<file path="config.mk">
export PLATFORM = sky130hd
export DESIGN_NAME = seq_restoring_divider
export DESIGN_NICKNAME = d
export VERILOG_FILES = /design/src/rtl/div_pkg.sv /design/src/rtl/div_step.sv /design/src/rtl/seq_restoring_divider.sv
export SDC_FILE = /design/constraint.sdc
export NUM_CORES = 1
export LEC_CHECK = 0
export BUFFER_PORTS_ARGS = -buffer_cell sky130_fd_sc_hd__buf_2
export CORE_MARGIN = 2
export CORE_UTILIZATION = 50
export CTS_CLUSTER_DIAMETER = 100
export DETAILED_ROUTE_END_ITERATION = 10
export PLACE_DENSITY = 0.72
export RECOVER_POWER = 50
export SLEW_MARGIN = 20
export SYNTH_ARGS = -nofsm -noshare
export SYNTH_HDL_FRONTEND = slang
export SYNTH_SLANG_ARGS = --single-unit
</file>
<file path="constraint.sdc">
create_clock -name clk -period 3.05 [get_ports clk]
set_clock_uncertainty 0.2 [all_clocks]
set_input_delay 0 -clock clk [delete_from_list [all_inputs] [get_ports clk]]
set_output_delay 0 -clock clk [all_outputs]
set_load 0.005 [all_outputs]
</file>
<file path="src/rtl/div_pkg.sv">
// Shared types and constants for the sequential restoring divider.
// The FSM encoding and the divide-by-zero quotient live here so that the top and its users agree.
package div_pkg;

    typedef enum logic [1:0] {
        IDLE = 2'd0,
        BUSY = 2'd1,
        DONE = 2'd2
    } state_t;

    localparam int DEF_W     = 16;
    localparam int DW        = 2 * DEF_W;
    localparam int ITER_LAST = DW - 1;

    localparam logic [DW-1:0] DIV0_QUOT = '1;

endpackage

</file>
<file path="src/rtl/div_step.sv">
// One combinational restoring-division step: shift in the next dividend bit,
// trial-subtract the divisor in W+1 bits and restore on a negative result.
module div_step
    import div_pkg::*;
#(
    parameter int W = DEF_W
) (
    input  logic [W:0]   r,
    input  logic         din,
    input  logic [W-1:0] divisor,
    output logic [W:0]   r_new,
    output logic         qbit
);

    logic [W:0] t;
    logic       unused_r_msb;

    // R < divisor holds between steps, so its MSB never carries into T.
    assign unused_r_msb = r[W];
    assign t            = {r[W-1:0], din};

    always_comb begin
        r_new = t;
        qbit  = 1'b0;
        if (t >= {1'b0, divisor}) begin
            r_new = t - {1'b0, divisor};
            qbit  = 1'b1;
        end
    end

endmodule

</file>
<file path="src/rtl/seq_restoring_divider.sv">
// Multi-cycle unsigned restoring divider: 2W-bit dividend / W-bit divisor, one quotient bit per clock,
// valid/ready handshakes on both sides.
module seq_restoring_divider
    import div_pkg::*;
#(
    parameter int W  = DEF_W,
    parameter int CW = 6
) (
    input  logic           clk,
    input  logic           rst_n,
    input  logic           in_valid,
    output logic           in_ready,
    input  logic [2*W-1:0] dividend,
    input  logic [W-1:0]   divisor,
    output logic           out_valid,
    input  logic           out_ready,
    output logic [2*W-1:0] quotient,
    output logic [W-1:0]   remainder,
    output logic           div_by_zero
);

    state_t         state;
    state_t         next_state;
    logic [2*W-1:0] q_reg;
    logic [W:0]     r_reg;
    logic [W-1:0]   d_reg;
    logic [CW-1:0]  cnt;
    logic           dz_reg;
    logic [W:0]     r_next;
    logic           q_bit;

    div_step #(.W(W)) u_step (
        .r       (r_reg),
        .din     (q_reg[2*W-1]),
        .divisor (d_reg),
        .r_new   (r_next),
        .qbit    (q_bit)
    );

    always_ff @(posedge clk or negedge rst_n) begin
        if (!rst_n) begin
            state <= IDLE;
        end else begin
            state <= next_state;
        end
    end

    always_comb begin
        next_state = state;
        case (state)
            IDLE: if (in_valid) next_state = (divisor == '0) ? DONE : BUSY;
            BUSY: if (cnt == '0) next_state = DONE;
            DONE: if (out_ready) next_state = IDLE;
            default: next_state = IDLE;
        endcase
    end

    // Results are only driven while DONE so a partially shifted quotient never leaks out.
    always_comb begin
        in_ready    = (state == IDLE);
        out_valid   = (state == DONE);
        quotient    = '0;
        remainder   = '0;
        div_by_zero = 1'b0;
        if (state == DONE) begin
            quotient    = q_reg;
            remainder   = r_reg[W-1:0];
            div_by_zero = dz_reg;
        end
    end

    always_ff @(posedge clk or negedge rst_n) begin
        if (!rst_n) begin
            q_reg  <= '0;
            r_reg  <= '0;
            d_reg  <= '0;
            cnt    <= '0;
            dz_reg <= 1'b0;
        end else begin
            case (state)
                IDLE: begin
                    if (in_valid) begin
                        d_reg  <= divisor;
                        dz_reg <= (divisor == '0);
                        if (divisor == '0) begin
                            q_reg <= {(2*W){1'b1}};
                            r_reg <= {1'b0, dividend[W-1:0]};
                        end else begin
                            q_reg <= dividend;
                            r_reg <= '0;
                            cnt   <= CW'(2*W-1);
                        end
                    end
                end
                BUSY: begin
                    q_reg <= {q_reg[2*W-2:0], q_bit};
                    r_reg <= r_next;
                    if (cnt != '0) cnt <= cnt - 1'b1;
                end
                default: ;
            endcase
        end
    end

endmodule
</file>
### Yosys cells after proc, flatten, opt, wreduce, memory -nomap -nowiden

Cells that the tools add are included.

| storage, ports and cells | value |
|---|---|
| memory bits (writable) | 0 |
| logic and storage cells | 45 |
| memory bits (read-only) | 0 |
| register bits after elaboration | 73 |
| latch bits | 0 |
| memories kept | 0 |

| cells by class | value |
|---|---|
| bitwise operators | 0 |
| add/sub/neg operators | 2 |
| shifts and indexed selects | 0 |
| eq/ne operators | 7 |
| order comparisons | 1 |
| reduce and logical (&&, ||, !) cells | 9 |
| muxes and demuxes | 20 |
| divide/modulo/power cells | 0 |
| multiply operators | 0 |

Operators by type and width:

| cell | number |
|---|---|
| $mux 32 | 3 |
| $mux 16 | 4 |
| $pmux 32 s2 | 1 |
| $pmux 16 s2 | 1 |
| $mux 6 | 3 |
| $ge 17x16->1 | 1 |
| $logic_not 16->1 | 1 |
| $sub 16x16->16 | 1 |
| $pmux 6 s2 | 1 |
| $mux 2 | 4 |
| $ne 2x2->1 const B | 4 |
| $logic_not 6->1 | 1 |
| $pmux 2 s3 | 1 |
| $reduce_bool 6->1 | 1 |
| $sub 6x1->6 const B | 1 |
| $reduce_and 2->1 | 2 |
| $reduce_and 4->1 | 1 |
| $reduce_and 3->1 | 1 |
| $eq 2x1->1 const B | 1 |
| $eq 2x2->1 const B | 1 |
| $logic_not 2->1 | 1 |
| $mux 1 | 2 |
| $ne 2x1->1 const B | 1 |
| $reduce_bool 2->1 | 1 |

### Depth between registers and ports, before layout

| depth | value |
|---|---|
| depth after elaboration | 4 |
| gate-level depth with buffers | 12 |

### Modules after synthesis

A second synthesis with hierarchy kept.

| unflattened totals | value |
|---|---|
| cell total of the unflattened synthesis | 583 |
| area total of the unflattened synthesis | 4,889.7 µm² |

By module, submodules not included:

| module | area an instance (µm²) | cells an instance | instances |
|---|---|---|---|
| seq_restoring_divider | 3,822.4 | 446 | 1 |
| div_step | 1,067.3 | 137 | 1 |

### Worst setup path before layout

No wires, ideal clock.

| timing | value |
|---|---|
| path type | register to register |
| start | register q_reg[31] |
| end | register r_reg[14] |
| buffers on the path | 0 |
| arrival time | 2,269 ps |
| library setup time | 132 ps |
| data required time | 2,718 ps |
| setup slack | 448 ps |
| stages on the path, launching flop included | 12 |
| period minus slack after synthesis | 2,602 ps |
| cells stage by stage | dfrtp_1 inv_1 ha_1 inv_1 fa_1 a21oi_1 o21ai_1 a21oi_2 o221ai_1 a311oi_1 xor2_1 o31ai_2 |

| between the ends | value |
|---|---|
| cells in the longest elaborated chain, start to end | 3 |

RTL lines:

| what | RTL line | RTL |
|---|---|---|
| from (decl) | seq_restoring_divider.sv:24 | `logic [2*W-1:0] q_reg;` |
| from (signal assigned) | seq_restoring_divider.sv:86 | `q_reg <= {(2*W){1'b1}};` |
| from (signal assigned) | seq_restoring_divider.sv:89 | `q_reg <= dividend;` |
| from (signal assigned) | seq_restoring_divider.sv:96 | `q_reg <= {q_reg[2*W-2:0], q_bit};` |
| $sub 16x16->16 / $ge 17x16->1 (equally long branches) | div_step.sv:26, div_step.sv:25 |  |
| $mux 16 * | div_step.sv:25 | `if (t >= {1'b0, divisor}) begin` |
| $pmux 16 s2 * | seq_restoring_divider.sv:80 | `case (state)` |
| to (signal assigned) | seq_restoring_divider.sv:87 | `r_reg <= {1'b0, dividend[W-1:0]};` |
| to (signal assigned) | seq_restoring_divider.sv:97 | `r_reg <= r_next;` |
| to (decl) | seq_restoring_divider.sv:25 | `logic [W:0] r_reg;` |

Every way passes the cells marked *; elsewhere a longest branch is shown, timed or not.
A chain may end at the register's enable or synchronous reset.

### Worst setup path after layout

Ends and elaborated chain as after synthesis.

==> impl_metrics.tcl <==
set metrics [dict create \
    required_ps 3070 \
    cp-end-kind "flip-flop" \
    tightest_slew_ps 1810 \
    async_flop_share_pct 100 \
    finalMaxSlewViolations 74 \
    totalNegativeSetupSlack_ps 0 \
    tritoncts "done" \
    grt_util_all_layers_pct 27.4 \
    seq_area_frac_synth_pct 39.5 \
    clkLatencyLatePin_ps 350 \
    syn_nets 618 \
    crit_fanout 4 \
    grt_pass1_wl_mm 21.8 \
    drive_above_1_share_pct 20.1 \
    synth_ff_type "dfrtp_1" \
    viasPerCell 5.69 \
    drc 0 \
    grt_pass1_vias 4590 \
    area_growth_pct 27.7 \
    finish.net_count 759 \
    violations "capacitance limit, slew limit" \
    io_pins 103 \
    final_area_mm2 0.00591 \
    drtPass1Iterations 5 \
    drtIter0Drc 303 \
    powerDensity_mw_per_mm2 1060 \
    ys_top_cells_by_area "dfrtp_1 39%, and2_1 6.8%, nand2_1 6.0%, ha_1 4.9%, o21ai_0 4.4%" \
    routed_wl_mm 13.4 \
    die_h_um 100 \
    fmax_ghz 0.352 \
    vdd_drop_max_uv 678 \
    setup_viol 0 \
    dpl.hpwl_mm 9.06 \
    power_leakage_nw 2.83 \
    rsz0062_at_grt "false" \
    syn_inst 547 \
    wl_per_cell_um 16.6 \
    fin_crit_sh_pct 93.1 \
    critPathLaunchType "flip-flop" \
    core_area_mm2 0.00911 \
    layout_commonest_cell "buf_2" \
    grt_max_degree 74 \
    cts_made_buffers 9 \
    hold_viol 0 \
    clock-root-buffer "clkbuf_8" \
    most-common-layout-cells "98 x buf_2, 74 x nand2_1, 73 x dfrtp_1, 55 x dlygate4sd3_1, 41 x o21ai_0" \
    initial_core_util_pct 50.8 \
    synth_cell_type_count 59 \
    ctsResizeCount 0 \
    crit_type "flip-flop to flip-flop" \
    core.rowCount 35 \
    antenna_found_initial 0 \
    yosysTopAreaCellShare_pct 39.5 \
    ant_nets 0 \
    max-clock-path-buffers 2 \
    post-route-util_pct 64.9 \
    synth_area_leader_cell "dfrtp_1" \
    synth_seq_cells 73 \
    synth_edf_count 0 \
    port_buffers 102 \
    fin_crit_ps 2840 \
    via_count 4569 \
    largest_reg_flops 32 \
    worst-endpoint-arrival_ps 2860 \
    die_area_mm2 0.0100 \
    drv_cap 1 \
    status "finished, violations left" \
    path_clk_slew_ps 80 \
    postPlaceCellArea_mm2 0.00519 \
    cts_sinks 73 \
    htree_levels 3 \
    avgSynthCellArea_um2 8.46 \
    place_congestion 0.942 \
    hp-class "primary input to flip-flop" \
    syn_area_mm2 0.00463 \
    gr-total-overflow 0 \
    die_w_um 100 \
    yosys_warnings 0 \
    diodes 0 \
    slew_headroom_pct -20.8 \
]
cell usage after synthesis, drive strengths merged (2+ instances only):
master	instances
a211oi	5
a21boi	2
a21o	5
a21oi	27
a22o	5
a22oi	16
a31oi	9
and2	52
and3	3
buf	10
clkbuf	27
dfrtp	73
ha	18
inv	23
mux2i	9
nand2	76
nand2b	2
nand3	4
nand4	3
nor2	38
nor2b	6
nor3	29
nor4	4
o21a	2
o21ai	47
o31ai	25
or2	2
xnor2	6
xor2	4
worst paths after layout:
kind	startpoint	to	slack, ps	depth (start not counted)
worst max-delay path	q_reg[31]$_DFFE_PN0P_	r_reg[14]$_DFFE_PN0P_	210	11
worst min-delay path	divisor[13]	d_reg[13]$_DFFE_PN0P_	210	4
worst max register to register	q_reg[31]$_DFFE_PN0P_	r_reg[14]$_DFFE_PN0P_	210	11
worst min register to register	cnt[5]$_DFFE_PN0P_	cnt[5]$_DFFE_PN0P_	280	2
max in group asynchronous	rst_n	cnt[0]$_DFFE_PN0P_	1010	3
min in group asynchronous	rst_n	q_reg[14]$_DFFE_PN0P_	560	3
critical path, cell delays in order (launching register included):
cell,delay (ps)
dfrtp_1,400
inv_1,80
ha_1,220
inv_1,70
fa_1,400
a21oi_1,210
o21ai_1,100
a21oi_2,210
o221ai_1,210
a311oi_1,350
xor2_1,200
o31ai_2,70
per-layer routing:
| layer | vias up | share of wire (%) | global-route usage, % |
|---|---|---|---|
| met5 | - | 0 | 0 |
| met4 | 0 | 1.7 | 7.69 |
| met3 | 27 | 3.8 | 4.04 |
| met2 | 126 | 52 | 49.5 |
| met1 | 2222 | 43 | 34.0 |
| li1 | 2194 | - | - |
per-stage QoR:
stage / std cells / power (W) / worst slack [ps] / hold WS (ps)
after CTS: 803 / 0.00625 / 215 / 206
after floorplan: 547 / 0.00453 / 448 / -496
after global placement: 733 / 0.00533 / 292 / -0.864
after global routing: 803 / 0.00682 / 45.7 / 243
after detailed placement: 733 / 0.00543 / 225 / 6.65
final: 803 / 0.00628 / 209 / 211
power by group:
part / leakage [nW] / switching (W) / total (W) / internal (W)
logic: 1.85 / 0.00222 / 0.00379 / 0.00157
registers: 0.895 / 0.000352 / 0.00177 / 0.00142
clock network: 0.0915 / 0.000359 / 0.000716 / 0.000357
total: 2.83 / 0.00293 / 0.00628 / 0.00335
layout make-up:
class / instances / area, um^2
Clock buffer: 13 / 169
Tap cell: 111 / 139
Multi-Input combinational cell: 414 / 2550
Fill cell: 814 / 3200
Timing Repair Buffer: 167 / 1120
Inverter: 23 / 86.3
Clock inverter: 2 / 12.5
Sequential cell: 73 / 1830
repair_timing:
| action | CTS | global route |
|---|---|---|
| setup endpoints to repair | 0 | 0 |
| hold endpoints to repair | 139 | 0 |
| setup buffers | 0 | 0 |
| hold buffers | 55 | 0 |
kinds of logic (layout without fill, tap and decap cells):
group / count (synthesis) / in the layout / share of synthesized area, %
xor gates and xnor gates: 10 / 10 / 1.89
AOI/OAI and AO/OA: 152 / 152 / 21.7
DFF: 73 / 73 / 39.5
and+or+nand+nor: 223 / 223 / 24.0
muxes: 10 / 10 / 2.19
buffers and inverters: 60 / 205 / 5.51
adders and majority gates: 19 / 19 / 5.30
Power figures use the tool's default switching activity.
